File: src/rtl/mem_stage.sv
`default_nettype none
// ============================================================================
// Module   : mem_stage
// Purpose  : Pipeline memory stage. Forwards ALU results straight to
//            write-back and turns load/store operations into a single
//            outstanding data-memory request. The request is held stable
//            until the memory acknowledges it.
// Ports    : clk, reset (async, active-low)
//            in_valid, alu_result, store_data, regD_in, mem_read, mem_write,
//            is_byte                      - operation from the ALU stage
//            stall                        - holds the upstream stage
//            mem_req, mem_we, mem_addr, mem_wdata, mem_be
//                                         - data-memory request
//            mem_rdata, mem_ack           - data-memory response
//            wb_valid, wb_en, wb_data, wb_regD
//                                         - write-back result
//            misalign                     - sticky misaligned-word flag
//            timeout                      - sticky aborted-access flag
//                                           (MEM_TIMEOUT_EN builds only)
// Config   : `define MEM_TIMEOUT_EN to abort accesses that are not
//            acknowledged within 255 busy cycles.
// Revision : 1.0 - initial release
// ============================================================================
module mem_stage (
   input  logic        clk,
   input  logic        reset,
   input  logic        in_valid,
   input  logic [31:0] alu_result,
   input  logic [31:0] store_data,
   input  logic [4:0]  regD_in,
   input  logic        mem_read,
   input  logic        mem_write,
   input  logic        is_byte,
   output logic        stall,
   output logic        mem_req,
   output logic        mem_we,
   output logic [31:0] mem_addr,
   output logic [31:0] mem_wdata,
   output logic [3:0]  mem_be,
   input  logic [31:0] mem_rdata,
   input  logic        mem_ack,
   output logic        wb_valid,
   output logic        wb_en,
   output logic [31:0] wb_data,
   output logic [4:0]  wb_regD,
`ifdef MEM_TIMEOUT_EN
   output logic        timeout,
`endif
   output logic        misalign
);

   typedef enum logic [0:0] {
      IDLE = 1'b0,
      BUSY = 1'b1
   } state_e;

   state_e      state_q,     state_d;
   logic        mem_req_q,   mem_req_d;
   logic        mem_we_q,    mem_we_d;
   logic [31:0] mem_addr_q,  mem_addr_d;
   logic [31:0] mem_wdata_q, mem_wdata_d;
   logic [3:0]  mem_be_q,    mem_be_d;
   logic        wb_valid_q,  wb_valid_d;
   logic        wb_en_q,     wb_en_d;
   logic [31:0] wb_data_q,   wb_data_d;
   logic [4:0]  wb_regD_q,   wb_regD_d;
   logic        misalign_q,  misalign_d;
   // Load bookkeeping kept for the write-back once the memory answers
   logic [4:0]  ld_regD_q,   ld_regD_d;
   logic        ld_byte_q,   ld_byte_d;
   logic [1:0]  ld_lane_q,   ld_lane_d;
`ifdef MEM_TIMEOUT_EN
   logic [7:0]  cnt_q,       cnt_d;
   logic        timeout_q,   timeout_d;
`endif

   logic        w_is_mem;
   logic        w_misal;
   logic        w_stall;

   assign w_is_mem = mem_read | mem_write;
   assign w_misal  = ~is_byte & (alu_result[1:0] != 2'b00);

   always_comb begin
      state_d     = state_q;
      mem_req_d   = mem_req_q;
      mem_we_d    = mem_we_q;
      mem_addr_d  = mem_addr_q;
      mem_wdata_d = mem_wdata_q;
      mem_be_d    = mem_be_q;
      wb_valid_d  = 1'b0;
      wb_en_d     = 1'b0;
      wb_data_d   = wb_data_q;
      wb_regD_d   = wb_regD_q;
      misalign_d  = misalign_q;
      ld_regD_d   = ld_regD_q;
      ld_byte_d   = ld_byte_q;
      ld_lane_d   = ld_lane_q;
      w_stall     = 1'b0;
`ifdef MEM_TIMEOUT_EN
      cnt_d       = cnt_q;
      timeout_d   = timeout_q;
`endif
      if (state_q == IDLE) begin
         if (in_valid) begin
            if (!w_is_mem) begin
               wb_valid_d = 1'b1;
               wb_en_d    = (regD_in != 5'd0);
               wb_data_d  = alu_result;
               wb_regD_d  = regD_in;
            end else if (w_misal) begin
               // Rejected without touching memory; write-back is a no-op pulse
               misalign_d = 1'b1;
               wb_valid_d = 1'b1;
            end else begin
               w_stall     = 1'b1;
               state_d     = BUSY;
               mem_req_d   = 1'b1;
               mem_we_d    = mem_write;   // read+write together acts as a write
               mem_addr_d  = {alu_result[31:2], 2'b00};
               mem_be_d    = is_byte ? (4'b0001 << alu_result[1:0]) : 4'b1111;
               mem_wdata_d = is_byte ? {4{store_data[7:0]}} : store_data;
               ld_regD_d   = regD_in;
               ld_byte_d   = is_byte;
               ld_lane_d   = alu_result[1:0];
`ifdef MEM_TIMEOUT_EN
               cnt_d       = 8'd0;
`endif
            end
         end
      end else begin
         if (mem_ack) begin
            state_d    = IDLE;
            mem_req_d  = 1'b0;
            wb_valid_d = 1'b1;
            if (!mem_we_q) begin
               wb_en_d   = (ld_regD_q != 5'd0);
               wb_regD_d = ld_regD_q;
               wb_data_d = ld_byte_q ? {24'd0, mem_rdata[{ld_lane_q, 3'b000} +: 8]}
                                     : mem_rdata;
            end
         end else begin
`ifdef MEM_TIMEOUT_EN
            // The 255th unanswered busy cycle is the last one
            if (cnt_q == 8'd254) begin
               state_d    = IDLE;
               mem_req_d  = 1'b0;
               wb_valid_d = 1'b1;
               timeout_d  = 1'b1;
            end else begin
               cnt_d   = cnt_q + 8'd1;
               w_stall = 1'b1;
            end
`else
            w_stall = 1'b1;
`endif
         end
      end
   end

   always_ff @(posedge clk or negedge reset) begin
      if (!reset) begin
         state_q     <= IDLE;
         mem_req_q   <= 1'b0;
         mem_we_q    <= 1'b0;
         mem_addr_q  <= 32'd0;
         mem_wdata_q <= 32'd0;
         mem_be_q    <= 4'd0;
         wb_valid_q  <= 1'b0;
         wb_en_q     <= 1'b0;
         wb_data_q   <= 32'd0;
         wb_regD_q   <= 5'd0;
         misalign_q  <= 1'b0;
         ld_regD_q   <= 5'd0;
         ld_byte_q   <= 1'b0;
         ld_lane_q   <= 2'd0;
`ifdef MEM_TIMEOUT_EN
         cnt_q       <= 8'd0;
         timeout_q   <= 1'b0;
`endif
      end else begin
         state_q     <= state_d;
         mem_req_q   <= mem_req_d;
         mem_we_q    <= mem_we_d;
         mem_addr_q  <= mem_addr_d;
         mem_wdata_q <= mem_wdata_d;
         mem_be_q    <= mem_be_d;
         wb_valid_q  <= wb_valid_d;
         wb_en_q     <= wb_en_d;
         wb_data_q   <= wb_data_d;
         wb_regD_q   <= wb_regD_d;
         misalign_q  <= misalign_d;
         ld_regD_q   <= ld_regD_d;
         ld_byte_q   <= ld_byte_d;
         ld_lane_q   <= ld_lane_d;
`ifdef MEM_TIMEOUT_EN
         cnt_q       <= cnt_d;
         timeout_q   <= timeout_d;
`endif
      end
   end

   // Stall is combinational; masked during reset so upstream never freezes then
   assign stall     = w_stall & reset;
   assign mem_req   = mem_req_q;
   assign mem_we    = mem_we_q;
   assign mem_addr  = mem_addr_q;
   assign mem_wdata = mem_wdata_q;
   assign mem_be    = mem_be_q;
   assign wb_valid  = wb_valid_q;
   assign wb_en     = wb_en_q;
   assign wb_data   = wb_data_q;
   assign wb_regD   = wb_regD_q;
   assign misalign  = misalign_q;
`ifdef MEM_TIMEOUT_EN
   assign timeout   = timeout_q;
`endif

endmodule
`default_nettype wire

File: config.mk
export PLATFORM = sky130hd
export DESIGN_NAME = mem_stage
export DESIGN_NICKNAME = d
export VERILOG_FILES = /design/src/rtl/mem_stage.sv
export SDC_FILE = /design/constraint.sdc
export NUM_CORES = 1
export LEC_CHECK = 0
export BUFFER_PORTS_ARGS = -buffer_cell sky130_fd_sc_hd__buf_2
export CAP_MARGIN = 30
export CORE_ASPECT_RATIO = 0.8
export CORE_MARGIN = 2
export CORE_UTILIZATION = 48
export CTS_CLUSTER_DIAMETER = 80
export DETAILED_ROUTE_END_ITERATION = 8
export GPL_TIMING_DRIVEN = 0
export PLACE_DENSITY = 0.87
export REMOVE_ABC_BUFFERS = 1
export SYNTH_ARGS = -nofsm -noshare
export SYNTH_HDL_FRONTEND = slang
export SYNTH_SLANG_ARGS = --single-unit
File: constraint.sdc
create_clock -name clk -period 2 [get_ports clk]
set_input_delay 0.4 -clock clk [delete_from_list [all_inputs] [get_ports clk]]
set_output_delay 0.4 -clock clk [all_outputs]
set_load 0.02 [all_outputs]
# Yosys cells after proc, flatten, opt, wreduce, memory -nomap -nowiden
# Index checks and enable logic that the tools add are counted.
dict set report classes {
  n_eq_ne 4
  n_shift 2
  mux 33
  n_bitwise 6
  reduce_logical 9
}
# cell n
set ops {}
lappend ops {{2-to-1 mux 32 bit} 7}
lappend ops {{variable part select 32 x 6 -> 8 bit} 1}
lappend ops {{2-to-1 mux 5 bit} 5}
lappend ops {{2-to-1 mux 1 bit} 20}
lappend ops {{AND reduction 4 bit} 4}
lappend ops {{nonzero test 5 bit} 2}
lappend ops {{inequality test 2 bit (second input constant)} 4}
lappend ops {{nonzero test 2 bit} 3}
lappend ops {{2-to-1 mux 4 bit} 1}
lappend ops {{<< shifter 1 x 2 -> 4 bit (first input constant)} 1}
lappend ops {{inverter 1 bit} 3}
lappend ops {{bitwise AND 1 bit} 2}
lappend ops {{OR 1 bit} 1}
dict set report totals {
  reg_bits 117
  in_bits 108
  output_inout_bits 111
  elab_cells 68
}

# Logic depth before layout (Yosys ltp)
dict set report depth {
  ltp_word 7
  ltp_mapped 7
  depth_no_buf 4
}

# Least setup slack after synthesis
# No wires, ideal clock.
dict set report synth_path {
  path_type {input to output}
  from {input mem_write}
  to {output stall}
  arrival_ns 1.326
  t_required_ns 1.600
  path_slack_ns 0.274
  path_stages 5
  n_path_buf 1
  path_cell_list {or2_2 -> nand3_2 -> clkbuf_2 -> o21ai_0 -> and2_1}
}
dict set report synth_between {
  elab_chain_len 5
}
# element line
set synth_rtl {}
lappend synth_rtl {{start: declaration} 32} ;# input logic mem_write,
lappend synth_rtl {{OR 1 bit} 81} ;# assign w_is_mem = mem_read | mem_write;
lappend synth_rtl {{2-to-1 mux 1 bit (3 in series)} -}
lappend synth_rtl {{via state_d} 57} ;# state_e state_q, state_d;
lappend synth_rtl {{bitwise AND 1 bit} 204} ;# assign stall = w_stall & reset;
lappend synth_rtl {{end: declaration} 34} ;# output logic stall,
# The timed path passes the listed nets, and every way through them passes these cells.

# Worst setup path after layout
dict set report layout_path {
  from {register state_q}
  to {output stall}
}
dict set report layout_between {
  elab_chain_len 2
}
# element line
set layout_rtl {}
lappend layout_rtl {{start: declaration} 57}
lappend layout_rtl {{start signal: assignment} 182} ;# state_q <= state_d;
lappend layout_rtl {{2-to-1 mux 1 bit} -}
lappend layout_rtl {{via state_d} 57}
lappend layout_rtl {{bitwise AND 1 bit} 204}
# The timed path passes the listed nets, and every way through them passes these cells.

==> impl_metrics.csv <==
group,metric,value,unit
synthesis,synth_area,5240,sq um
setup_path,worstPathRequired,1.60,ns
setup_path,worst_path_largest_cell_delay,0.55,ns
setup_path,crit_path_cell_trace,"nor2b_4 -> nand3_4 -> o21ai_2 -> and2_4 -> buf_6",
synthesis,synth.lib_cells_used.distinct,39,
clock_network,cts_num_sinks,117,
synthesis,post_synth_edffs,0,
grt,grt_overflow_total,0,
layout,growth_of_design_area_from_synthesis_to_finish,37.6,%
setup_path,worst_setup_path_startpoint,"state_q",
drt,detail-route-antenna-nets,0,
setup_path,worst-r2r-setup-slack,0.11,ns
clock_network,clk_path_buf_depth,2,
layout,antenna_cells,0,
synthesis,yosysSeqAreaShare,0.558,
power_and_ir_drop,power.density_cell_area,1310,nW/um^2
clock_network,htreeDepth,4,
placed_design,gp_routability_congestion,0.806,
floorplanning,die_area,11800,sq um
setup_path,critPathKind,"register to output pin",
drt,wl,15800,microns
timing,hold_violations,0,
timing,final-max-slew-violation-count,0,
synthesis,synth_area_leaders,"dfrtp_1 56%, mux2_2 7.7%, mux2i_1 7.1%, a22oi_1 3.3%, o21ai_0 3.2%",
grt,via_count_of_the_first_global_routing_pass,4626,
layout,final_cell_area,7210,sq um
clock_network,cts-buffers-inserted,17,
synthesis,netlist.top_cell.by_area,"dfrtp_1",
worst_hold_path,hp-class,"primary input to async pin",
grt,antenna_found_initial,0,
synthesis,yosysWarningCount,0,
drt,via_per_inst,5.43,
synthesis,synth_most_common_cell,"dfrtp_1",
clock_network,cts_tree,"done",
drt,wire_per_inst,18.9,microns
grt,grt_first_pass_wirelength,24300,microns
floorplanning,design.core.area,10800,sq um
synthesis,synthDominantCellAreaShare,0.558,
layout,finish.cell_count_without_fillers,837,
floorplanning,chipWidth,121,microns
floorplanning,pin_count,219,
timing,fin_skew,0.00722,ns
layout,nNetsFinal,788,
drt,post-route-drc-count,0,
setup_path,timing.rr.start,"ld_lane_q[0]",
drt,drt-initial-drc-count,264,
setup_path,worstReg2RegEnd,"wb_data[7]",
timing,setup_violations,0,
setup_path,crit_fanout,4,
setup_path,worst-r2r-cell-count,4,
floorplanning,initial_utilization,0.487,
layout,layout.filler_cells,808,
synthesis,syn-instance-count,459,
placed_design,post_dp_cell_area,6430,sq um
timing,max_slew.worst_pin.slew,0.922,ns
floorplanning,die_y,97.5,microns
floorplanning,floorplan.rows,34,
power_and_ir_drop,power.ir.vdd_worst,0.826,mV
timing,rsz0062_at_grt,"true",
timing,final.min_clock_period,1.98,ns
timing,setup_slack,0.0188,ns
timing,maxClockFrequency,0.505,GHz
timing,post-route-period-util,0.991,
placed_design,place_worst_setup_slack,-1.03,ns
grt,grt_start_max_net_pins,71,
power_and_ir_drop,p_total,9.46,mW
flow_run,max-cap-violations,0,
placed_design,hpwl,10100,microns
setup_path,worst_ep_arrival_time,1.58,ns
synthesis,async_flop_share,1.00,
setup_path,critical_path.slowest_cell,"dfrtp_4",
grt,globalRouteTotalUtil,0.271,
placed_design,place.port_buffers,216,
synthesis,synth_commonest_cells,"117 x dfrtp_1, 45 x nor2_1, 40 x nand2_1",
synthesis,post_synthesis_mean_instance_area,11.4,sq um
clock_network,worstSkewPairLatency,0.40,ns
setup_path,endpoint,"stall",
layout,drive_above_1_share,0.466,
timing,maxSlewHeadroom,0.381,
layout,regArea,2930,sq um
run_status,outcome,"finished, final reports clean",
layout,multiInputGateArea,2150,sq um
drt,via_count,4547,
drt,drt_pre_antenna_iters,5,
placed_design,post-place-cells,790,
power_and_ir_drop,leakagePower,3.59,nW
synthesis,ys.flop_type,"dfrtp_1",
synthesis,postSynthRegisterBits,117,
clock_network,clkTransAtPathRegs,0.05,ns
clock_network,cts.root.buffer_cell,"clkbuf_16",
setup_path,crit_path_start_kind,"register",
setup_path,cp_endpoint_kind,"output pin",
==> placed cells by master, fill, tap and decap left out, types with 4 or more instances in the layout <==
cell type	count
mux2_4	10
nor2_1	44
a31oi_1	9
o21ai_0	33
inv_1	8
clkbuf_8	4
a22oi_1	23
a221o_1	6
nand2_1	40
dfrtp_1	115
a21oi_1	31
buf_2	213
clkbuf_16	17
mux2i_1	37
clkinv_2	6
buf_4	10
mux2_2	36
==> how the worst min path moves through the flow <==
stage               endpoint  depth (start not counted)          start
2_1_floorplan      ld_byte_q                          0          reset
6_report        mem_addr[31]                          2          reset
3_3_place_gp   mem_wdata[24]                          2  mem_wdata[24]
4_1_cts         mem_addr[23]                          2          reset
3_5_place_dp    mem_addr[23]                          1          reset
5_1_grt          wb_data[31]                          2          reset
==> kinds of logic after synthesis <==
family                 Yosys count  synth area share
buffers and inverters           43            0.0439
other                            1          0.000715
flip-flops                     117             0.558
AO/OA/AOI/OAI                  116             0.139
multiplexers                    83             0.177
XOR/XNOR                         2           0.00334
AND/OR/NAND/NOR                 97            0.0780
==> worst max-delay path: cells and delay by family, from the launching register on <==
kind,cells,cell delay (ns)
and+or+nand+nor,3,0.43
DFF,1,0.55
buffers and inverters,1,0.10
AOI/OAI and AO/OA,1,0.10
==> timing repair <==
item,in CTS,in global routing
setup buffers,8,3
endpoints found under the hold margin,47,0
gates resized for setup,10,5
endpoints found under the setup margin,85,11
hold buffers,1,0
pin swaps,2,2
gates cloned,4,0
==> registers in the layout, summed over array words and instances, names as in the netlist <==
| register | flops |
|---|---|
| wb_valid | 1 |
| ld_byte_q | 1 |
| mem_wdata | 32 |
| ld_regD_q | 5 |
| wb_regD | 5 |
| wb_data | 32 |
| state_q | 1 |
| mem_addr | 30 |
| mem_be | 4 |
| ld_lane_q | 2 |
| mem_req | 1 |
| misalign | 1 |
| wb_en | 1 |
| mem_we | 1 |
==> stage by stage <==
step,setup TNS (ns),utilization,hold slack [ns]
floorplan,-66.07,-,0.104
global placement,-284.39,0.586,0.456
detailed placement,-54.50,0.597,0.365
CTS,-0.817,0.668,0.00405
global route,-0.0524,0.670,0.0178
finish,0,0.670,0.0125
==> per-layer routing <==
layer | GRT usage | wire length (microns) | vias to the layer above
li1 | - | - | 2074
met1 | 0.330 | 6310 | 2201
met2 | 0.448 | 7740 | 250
met3 | 0.0992 | 1530 | 22
met4 | 0.0859 | 268 | 0
met5 | 0 | 0 | -
==> area by class of cell <==
| class | count | area share |
|---|---|---|
| Multi-Input combinational cell | 302 | 0.297 |
| Clock inverter | 9 | 0.0106 |
| Inverter | 9 | 0.00572 |
| Clock buffer | 23 | 0.0676 |
| Tap cell | 144 | 0.0250 |
| Sequential cell | 117 | 0.407 |
| Timing Repair Buffer | 233 | 0.187 |
==> report_power, final <==
part	internal [mW]	switching, mW	leakage [nW]
Combinational	1.20	1.90	1.94
Sequential	3.07	0.448	1.37
Clock	1.83	1.03	0.282
No activity file was read; power rests on OpenSTA's default activity.
